File: src/rtl/mem_ctrl.sv
// mem_ctrl: requester-side controller for a single-port synchronous 16-bit word RAM.
// Converts CPU load/store requests (word or byte) into RAM enable/write/address/data
// cycles. Byte stores are done as a read-modify-write of the containing word.
// Every output is decoded from registered state; no input reaches an output
// combinationally.
module mem_ctrl #(
  parameter int ADDR_W = 7
) (
  input  logic        I_clk,
  input  logic        I_reset,
  input  logic        I_req,
  input  logic        I_write,
  input  logic        I_byte,
  input  logic        I_signed,
  input  logic [15:0] I_addr,
  input  logic [15:0] I_wdata,
  output logic        O_ack,
  output logic        O_err,
  output logic        O_busy,
  output logic [15:0] O_rdata,
  output logic        O_ram_en,
  output logic        O_ram_we,
  output logic [15:0] O_ram_addr,
  output logic [15:0] O_ram_data,
  input  logic [15:0] I_ram_data
);

  typedef enum logic [2:0] {
    IDLE     = 3'd0,
    RD_ISSUE = 3'd1,
    RD_WAIT  = 3'd2,
    WR_ISSUE = 3'd3,
    RESP     = 3'd4
  } state_t;

  state_t      state;
  state_t      state_next;

  // Request fields captured when a request is accepted in IDLE
  logic        req_write;
  logic        req_byte;
  logic        req_signed;
  logic        req_lane;
  logic        req_err;
  logic [7:0]  req_wbyte;

  logic [15:0] ram_addr_q;
  logic [15:0] ram_data_q;
  logic [15:0] rdata_q;

  logic        accept;
  logic        bad_req;

  // Select the addressed byte lane (or the whole word) and extend it to 16 bits
  function automatic logic [15:0] load_result(input logic [15:0] word,
                                              input logic        is_byte,
                                              input logic        is_signed,
                                              input logic        lane);
    logic signed [7:0]  lane_val;
    logic signed [15:0] ext;
    lane_val = lane ? word[15:8] : word[7:0];
    ext      = lane_val;
    if (!is_byte)
      return word;
    else if (is_signed)
      return ext;
    else
      return {8'h00, lane_val};
  endfunction

  // Replace one byte lane of the RAM word with the store byte
  function automatic logic [15:0] merge_byte(input logic [15:0] word,
                                             input logic [7:0]  data,
                                             input logic        lane);
    return lane ? {data, word[7:0]} : {word[15:8], data};
  endfunction

  assign accept  = (state == IDLE) && I_req;
  // Reject addresses beyond the backed RAM and misaligned word accesses
  assign bad_req = ((I_addr >> ADDR_W) != 16'd0) || (!I_byte && I_addr[0]);

  // State register
  always_ff @(posedge I_clk or posedge I_reset) begin
    if (I_reset)
      state <= IDLE;
    else
      state <= state_next;
  end

  // Next-state and state-decoded control outputs
  always_comb begin
    state_next = state;
    O_ack      = 1'b0;
    O_err      = 1'b0;
    O_busy     = 1'b1;
    O_ram_en   = 1'b0;
    O_ram_we   = 1'b0;
    case (state)
      IDLE: begin
        O_busy = 1'b0;
        if (I_req) begin
          if (bad_req)
            state_next = RESP;
          else if (I_write && !I_byte)
            state_next = WR_ISSUE;
          else
            state_next = RD_ISSUE;
        end
      end
      RD_ISSUE: begin
        O_ram_en   = 1'b1;
        state_next = RD_WAIT;
      end
      RD_WAIT: begin
        // Only byte stores reach RD_WAIT with a write pending
        state_next = req_write ? WR_ISSUE : RESP;
      end
      WR_ISSUE: begin
        O_ram_en   = 1'b1;
        O_ram_we   = 1'b1;
        state_next = RESP;
      end
      RESP: begin
        O_ack      = 1'b1;
        O_err      = req_err;
        state_next = IDLE;
      end
      default: state_next = IDLE;
    endcase
  end

  // Capture the request fields on acceptance
  always_ff @(posedge I_clk or posedge I_reset) begin
    if (I_reset) begin
      req_write  <= 1'b0;
      req_byte   <= 1'b0;
      req_signed <= 1'b0;
      req_lane   <= 1'b0;
      req_err    <= 1'b0;
      req_wbyte  <= 8'h00;
    end else if (accept) begin
      req_write  <= I_write;
      req_byte   <= I_byte;
      req_signed <= I_signed;
      req_lane   <= I_addr[0];
      req_err    <= bad_req;
      req_wbyte  <= I_wdata[7:0];
    end
  end

  // RAM word address: updated only for requests that will touch the RAM
  always_ff @(posedge I_clk or posedge I_reset) begin
    if (I_reset)
      ram_addr_q <= 16'h0000;
    else if (accept && !bad_req)
      ram_addr_q <= {1'b0, I_addr[15:1]};
  end

  // RAM write data: full word for word stores, merged word for byte stores
  always_ff @(posedge I_clk or posedge I_reset) begin
    if (I_reset)
      ram_data_q <= 16'h0000;
    else if (accept && !bad_req && I_write && !I_byte)
      ram_data_q <= I_wdata;
    else if (state == RD_WAIT && req_write)
      ram_data_q <= merge_byte(I_ram_data, req_wbyte, req_lane);
  end

  // Load result register, changed only when a load completes its RAM read
  always_ff @(posedge I_clk or posedge I_reset) begin
    if (I_reset)
      rdata_q <= 16'h0000;
    else if (state == RD_WAIT && !req_write)
      rdata_q <= load_result(I_ram_data, req_byte, req_signed, req_lane);
  end

  assign O_ram_addr = ram_addr_q;
  assign O_ram_data = ram_data_q;
  assign O_rdata    = rdata_q;

endmodule

File: config.mk
export PLATFORM = sky130hd
export DESIGN_NAME = mem_ctrl
export DESIGN_NICKNAME = d
export VERILOG_FILES = /design/src/rtl/mem_ctrl.sv
export SDC_FILE = /design/constraint.sdc
export NUM_CORES = 1
export LEC_CHECK = 0
export BUFFER_PORTS_ARGS = -buffer_cell sky130_fd_sc_hd__buf_2
export CORE_ASPECT_RATIO = 0.75
export CORE_MARGIN = 1.5
export CORE_UTILIZATION = 53
export DETAILED_ROUTE_END_ITERATION = 8
export PLACE_DENSITY = 0.84
export SLEW_MARGIN = 20
export SYNTH_ARGS = -nofsm -noshare
export SYNTH_HDL_FRONTEND = slang
export SYNTH_SLANG_ARGS = --single-unit
export TNS_END_PERCENT = 100
File: constraint.sdc
create_clock -name I_clk -period 3.9 [get_ports I_clk]
set_clock_uncertainty 0.1 [all_clocks]
set_input_delay 0.78 -clock I_clk [delete_from_list [all_inputs] [get_ports I_clk]]
set_output_delay 0.78 -clock I_clk [all_outputs]
set_load 0.02 [all_outputs]
Yosys cells after proc, flatten, opt, wreduce, memory -nomap -nowiden:

Cells that the tools add are included.

* bits in registers: 63
* input port bits: 54

* reduce and logical (&&, ||, !) cells: 16
* eq/ne operators: 5
* mux-type cells: 16

Operator list (count)
* $mux 16: 5
* $reduce_bool 16->1: 1
* $pmux 3 s4: 1
* $mux 3: 3
* $logic_and 1x1->1: 8
* $mux 8: 1
* $eq 3x2->1 const B: 2
* $mux 1: 5
* $eq 3x1->1 const B: 1
* $eq 3x3->1 const B: 1
* $logic_not 1->1: 3
* $logic_not 3->1: 1
* $mux 2: 1
* $ne 2x2->1 const B: 1
* $reduce_bool 2->1: 1
* $reduce_or 2->1: 1
* $logic_or 1x1->1: 1

Logic depth before layout (Yosys ltp):

Gate-level depths: netlist of run 1.

* depth in word-level cells: 8
* depth in mapped cells: 7
* gate-level depth less buffers: 4

Worst setup path after synthesis of run 1:

No wires, ideal clock.

* path kind: input port to flip-flop
* start point: in I_addr[11]
* end point: reg ram_data_q[0], in the netlist O_ram_data[0]
* buffers on the path: 1
* data required time: 3675 ps
* path slack: 1450 ps
* stages: 5
* arrival: 2226 ps
* path through: nor4_1 > nand2_1 > nor4b_4 > buf_6 > mux2_2

* word-level cells in the longest chain between the ends: 7
* elaborated cells between the ends (all ways): 8
* those cells by class: mux (1); reduce/logical (7)

Ends and longest elaborated chain
* start, declared: RTL line 15 `input logic [15:0] I_addr,`
* $reduce_bool 16->1 *: RTL line 80 `assign bad_req = ((I_addr >> ADDR_W) != 16'd0) || (!I_byte && I_addr[0]);`
* $logic_or 1x1->1 *: RTL line 80
* $logic_not 1->1 *: RTL line 163 `else if (accept && !bad_req && I_write && !I_byte)`
* $logic_and 1x1->1 * (3 in series): RTL line 163
* $mux 16 or $reduce_bool 2->1 (tied branches)
* end signal, assigned: RTL line 164 `ram_data_q <= I_wdata;`
* end signal, assigned: RTL line 166 `ram_data_q <= merge_byte(I_ram_data, req_wbyte, req_lane);`
* end, declared: RTL line 48 `logic [15:0] ram_data_q;`

Every way passes the cells marked *; elsewhere a longest branch is shown, timed or not.
A chain may end at the register's enable or synchronous reset.

Worst setup path after layout of run 1:

* start point: reg state[0]
* end point: out O_ram_we

* word-level cells in the longest chain between the ends: 2

Ends and longest elaborated chain
* start, declared: RTL line 36 `state_t state;`
* start signal, assigned: RTL line 87 `state <= state_next;`
* $eq 3x2->1: RTL line 98 `case (state)`
* $mux 1: RTL line 98
* end, declared: RTL line 22 `output logic O_ram_we,`

Every way passes these cells.

==> results of run 1 <==
-- sequential cells by signal, summed over array words and instances, names as in the netlist, 3 cells and up --
register,cells
req_wbyte,8
state,3
O_ram_data,16
O_ram_addr,15
O_rdata,16
-- where the power goes --
| group | switching (mW) | internal (mW) | total, mW |
|---|---|---|---|
| logic | 0.0825 | 0.0873 | 0.170 |
| registers | 0.0362 | 0.679 | 0.715 |
| clock network | 0.238 | 0.287 | 0.525 |
| total | 0.357 | 1.05 | 1.41 |
-- worst paths after layout --
check / start / endpoint / slack [ns] / cells after the start
setup reg to reg: state[0] / O_ram_addr[2] / 1.75 / 5
setup / recovery: state[0] / O_ram_we / 1.47 / 3
hold / removal: O_ram_addr[13] / O_ram_addr[13] / 0.39 / 1
min in group asynchronous: I_reset / O_rdata[5] / 0.43 / 3
max in group asynchronous: I_reset / O_ram_data[4] / 2.95 / 3
hold reg to reg: O_ram_addr[13] / O_ram_addr[13] / 0.39 / 1
-- critical path: stages, from the launching register on --
cell and delay, ns:
dfrtp_1 0.61, nor2b_1 0.29, and2_1 0.16, buf_2 0.16
-- metal layers --
metal / track usage / vias to the layer above / routed length [um]
li1: - / 1077 / -
met1: 0.3426 / 1071 / 3233
met2: 0.3435 / 62 / 3138
met3: 0.07579 / 6 / 331
met4: 0.05469 / 0 / 50
met5: 0 / - / 0
-- area by class of cell --
| type | count | share of cell area |
|---|---|---|
| multi-input cells | 165 | 0.3412 |
| inverters | 3 | 0.003044 |
| flip-flops and latches | 63 | 0.4261 |
| repair buffers | 112 | 0.1562 |
| well taps | 75 | 0.02536 |
| clock buffers | 10 | 0.03449 |
| clock inverters | 5 | 0.01353 |
-- cells in the final DEF, fill, tap and decap left out --
cell,n
nor4bb_4,1
nor3_1,3
o21ai_0,2
nand2b_1,1
nor2_1,29
bufinv_16,1
nor4_1,1
nor2b_1,19
nand2_1,4
clkbuf_1,1
dfrtp_1,63
nand4_1,1
and3_1,1
or3_1,1
o21a_1,1
clkbuf_8,9
nor4b_4,2
inv_2,1
a211o_1,1
nand3_1,1
mux2_2,33
nand3_2,1
nor4_4,1
and2_1,2
buf_2,105
mux2i_1,25
conb_1,1
clkinv_2,4
a21oi_1,25
o21ai_1,1
buf_4,7
o22a_1,8
inv_1,2
-- kinds of logic (layout without fill, tap and decap cells) --
| family | after synthesis | count (layout) | synth area share |
|---|---|---|---|
| and+or+nand+nor | 68 | 68 | 0.1327 |
| DFF | 63 | 63 | 0.5412 |
| muxes | 58 | 58 | 0.2135 |
| AOI/OAI and AO/OA | 38 | 38 | 0.07775 |
| buffers and inverters | 20 | 130 | 0.03350 |
| other | 1 | 1 | 0.001287 |
==> impl_metrics.yaml, run 1 <==
routing:
  finalWirelength_um: 6752
  first_pass_iters: 4
  ant_nets: 0
  viasPerCell: 5.118
  post_drt_wl_per_cell_um: 15.59
  route.detailed.drc: 0
  vias: 2216
  drtIter0Drc: 130
floorplan:
  die_area_um2: 5954
  fp.dieW_um: 88.60
  io_pins: 107
  core_um2: 5324
  row_count: 23
  die_h_um: 67.20
  initial_utilization: 0.5471
sta:
  finalSetupTns_ns: 0
  hold_ws_ns: 0.3928
  slew-limit-headroom: 0.3626
  layout_setup_ws_ns: 1.468
  setup_viol: 0
  worst_pin_slew_ns: 0.9560
  fmax_ghz: 0.4112
  rsz0062_at_grt: "false"
  maxSlewViolCount: 0
  layout_min_cycle_time_ns: 2.432
  post-route-period-util: 0.6236
  finalHoldViolCount: 0
critical_path:
  cp.arrival_ns: 1.55
  critPathLaunchType: "flop"
  crit_fanout: 9
  crit_type: "flop to output port"
  crit_required_ns: 3.02
  endpoint_kind: "output port"
synthesis:
  yosysSeqAreaShare: 0.5412
  synthArstFlopShare: 1.000
  yosys_warnings: 0
  ys_types: 30
  synth_area_um2: 2913
  syn_nets: 302
  synth_most_common_cell: "dfrtp_1"
  syn_area_per_cell_um2: 11.75
  synth_top_area_frac: 0.5412
  ys_top_cells_by_area: "dfrtp_1, mux2_2, mux2i_1"
  synth_commonest_cells: "dfrtp_1, mux2_2, nor2_1"
  synthCells: 248
  synth_seq_cells: 63
  synth_top_area_cell: "dfrtp_1"
  synth_edf_count: 0
  ys.flop_type: "dfrtp_1"
pwr:
  power_mw: 1.410
  peakVddDrop_mv: 0.2665
  power.density_nw_per_um2: 381.1
  p_leak_nw: 1.788
clocking:
  clock_latency_ns: 0.33
  ctsResizeCount: 0
  clk_root_buffer_cell: "clkbuf_8"
  tritoncts: "yes"
  h-tree-depth: 3
  post-cts-setup-buffers: 0
  cts_made_buffers: 9
  clk_pin_slew_ns: 0.07
  clock_sinks: 63
  cts.path.max_buffers: 2
  hold_buffers: 0
cells_and_area:
  multi_input_area_um2: 1262
  layout-drive-gt1-share: 0.4609
  fin_util: 0.6949
  area_growth_pct: 27.02
  fin_nets: 408
  final_cells: 433
  area.sequential_um2: 1577
  antenna_cells: 0
  fill_cells: 401
  design_area_um2: 3700
place:
  gp_congestion: 0.8633
  dp_slack_ns: 1.306
  placed_area_um2: 3522
  post-dp-hpwl_um: 4950
  portBuffers: 105
  dp_cells: 418
global_routing:
  antenna_found_initial: 0
  grtUsageTotal: 0.2351
  grt-ovfl-total: 0
  grt_start_max_net_pins: 33
  grt_pass1_vias: 2023
  grt_pass1_wl_um: 10270
min_path:
  hold_class: "flop to flop"
run:
  drv_cap: 0
outcome:
  status: "complete, no violations"
Note: power is estimated with default switching activity, not from simulation.
==> run 2, diff against run 1 <==
--- a/config.mk
+++ b/config.mk
@@ -8,9 +8,9 @@
 export BUFFER_PORTS_ARGS = -buffer_cell sky130_fd_sc_hd__buf_2
 export CORE_ASPECT_RATIO = 0.75
 export CORE_MARGIN = 1.5
-export CORE_UTILIZATION = 53
+export CORE_UTILIZATION = 44
 export DETAILED_ROUTE_END_ITERATION = 8
-export PLACE_DENSITY = 0.84
+export PLACE_DENSITY = 0.74
 export SLEW_MARGIN = 20
 export SYNTH_ARGS = -nofsm -noshare
 export SYNTH_HDL_FRONTEND = slang
==> constraint.sdc (replaced) <==
create_clock -name I_clk -period 2.1 [get_ports I_clk]
set_clock_uncertainty 0.1 [all_clocks]
set_input_delay 0.42 -clock I_clk [delete_from_list [all_inputs] [get_ports I_clk]]
set_output_delay 0.42 -clock I_clk [all_outputs]
set_load 0.02 [all_outputs]
==> run 2 against run 1 <==
Net effect:
- global-route usage shrank 3.5 points
- count of clock-buffer cells in the layout grew 3
- non-clock buffer count up 5
- power rose by 100%
- sequential power up 83%
- routed wire length increased by 0.92%
- first-iteration DRC count is 3.1% lower
- combinational power increased by 110%
- largest power group unchanged
==> impl_metrics.yaml, run 2 (same netlist as run 1, synthesis figures left out) <==
outcome:
  status: "complete, no violations"
global_routing:
  grtUsageTotal: 0.2003
  grt_start_max_net_pins: 64
  antenna_found_initial: 0
  grt_pass1_wl_um: 11010
  grt-ovfl-total: 0
  grt_pass1_vias: 2229
pwr:
  combPwrFrac: 0.124
  pwr-share-seq: 0.460
  p_clk_frac: 0.416
  p_leak_nw: 1.846
  p_switching_uw: 673.6
  power_mw: 2.841
  sw_frac_of_total: 0.2371
  peakVddDrop_mv: 0.3728
  intPower_mw: 2.167
  power.density_nw_per_um2: 739.5
routing:
  drtIter0Drc: 126
  vias: 2230
  ant_nets: 0
  finalWirelength_um: 6814
  post_drt_wl_per_cell_um: 15.31
  first_pass_iters: 4
  viasPerCell: 5.011
  route.detailed.drc: 0
cells_and_area:
  design_area_um2: 3841
  area.sequential_um2: 1577
  fill_cells: 539
  layout_common_cells: "buf_2, dfrtp_1, mux2_2, nor2_1"
  fin_util: 0.6049
  fin_nets: 413
  layout-drive-gt1-share: 0.4670
  area_growth_pct: 31.87
  final_cells: 445
  final_common_cell: "buf_2"
  multi_input_area_um2: 1262
  antenna_cells: 0
sta:
  post-route-period-util: 0.9525
  layout_setup_ws_ns: 0.09965
  fmax_ghz: 0.4999
  setup_viol: 0
  finalHoldViolCount: 0
  maxSlewViolCount: 0
  layout_min_cycle_time_ns: 2.000
  slew-limit-headroom: 0.6175
  worst_pin_slew_ns: 0.5699
  rsz0062_at_grt: "false"
floorplan:
  core_um2: 6350
  io_pins: 107
  die_h_um: 73.47
  row_count: 25
  initial_utilization: 0.4587
  fp.dieW_um: 96.95
  die_area_um2: 7122
clocking:
  post-cts-setup-buffers: 0
  clock_latency_ns: 0.33
  clk_root_buffer_cell: "clkbuf_8"
  h-tree-depth: 3
  hold_buffers: 0
  cts.path.max_buffers: 2
  ctsResizeCount: 0
  cts_made_buffers: 9
  clk_pin_slew_ns: 0.07
  clock_sinks: 63
  tritoncts: "yes"
place:
  portBuffers: 105
  placed_area_um2: 3617
  dp_slack_ns: -0.07836
  dp_cells: 429
  gp_congestion: 0.8861
  post-dp-hpwl_um: 5037
run:
  drv_cap: 0
critical_path:
  endpoint_kind: "output port"
  crit_fanout: 8
  crit_required_ns: 1.58
  crit_type: "flop to output port"
  critPathLaunchType: "flop"
  cp.arrival_ns: 1.48
  r2r_slack_ns: 0.13
min_path:
  hold_class: "input pin to asynchronous set/reset pin"
[run 2: power groups by stage]
stage / Clock (mW) / Sequential (mW) / Combinational (mW)
6_report: 1.18 / 1.31 / 0.352
5_1_grt: 1.26 / 1.31 / 0.386
4_1_cts: 1.21 / 1.31 / 0.355
3_5_place_dp: 0 / 1.33 / 0.355
3_3_place_gp: 0 / 1.33 / 0.348
2_1_floorplan: 0 / 1.32 / 0.216
[run 2: stage by stage]
step / TNS [ns] / hold WS [ns]
floorplan: -1.099 / 0.3584
finish: 0 / 0.04498
detailed placement: -1.136 / 0.3798
global route: 0 / 0.06934
CTS: 0 / 0.05187
global placement: -0.6065 / 0.3762
[run 2: path summary, 6_finish.rpt]
| path | from | to | depth (start not counted) |
|---|---|---|---|
| max in group asynchronous | I_reset | O_ram_data[0] | 3 |
| min | I_reset | O_ram_addr[12] | 3 |
| max reg2reg | state[0] | O_ram_addr[0] | 5 |
| min reg2reg | req_err | req_err | 2 |
| max | state[0] | O_ram_we | 4 |
| min in group I_clk | I_addr[5] | O_ram_addr[4] | 2 |
[run 2: metal layers]
metal | up-vias | wire (um) | track usage | share of wire
li1 | 1087 | - | - | -
met1 | 1072 | 3218 | 0.2731 | 0.47
met2 | 63 | 3170 | 0.3077 | 0.47
met3 | 8 | 318 | 0.04757 | 0.047
met4 | 0 | 107 | 0.09018 | 0.016
met5 | - | 0 | 0 | 0
[run 2: worst max-delay path, stage by stage, from the launching register on]
cell,delay (ns)
dfrtp_1,0.41
buf_4,0.20
nor2b_1,0.23
and2_1,0.16
buf_2,0.15
[run 2: area by class of cell]
type	instances	share of cell area
clock buffers	13	0.04137
repair buffers	117	0.1733
flip-flops and latches	63	0.4104
inverters	3	0.002932
multi-input cells	165	0.3287
clock inverters	3	0.01694
well taps	81	0.02638
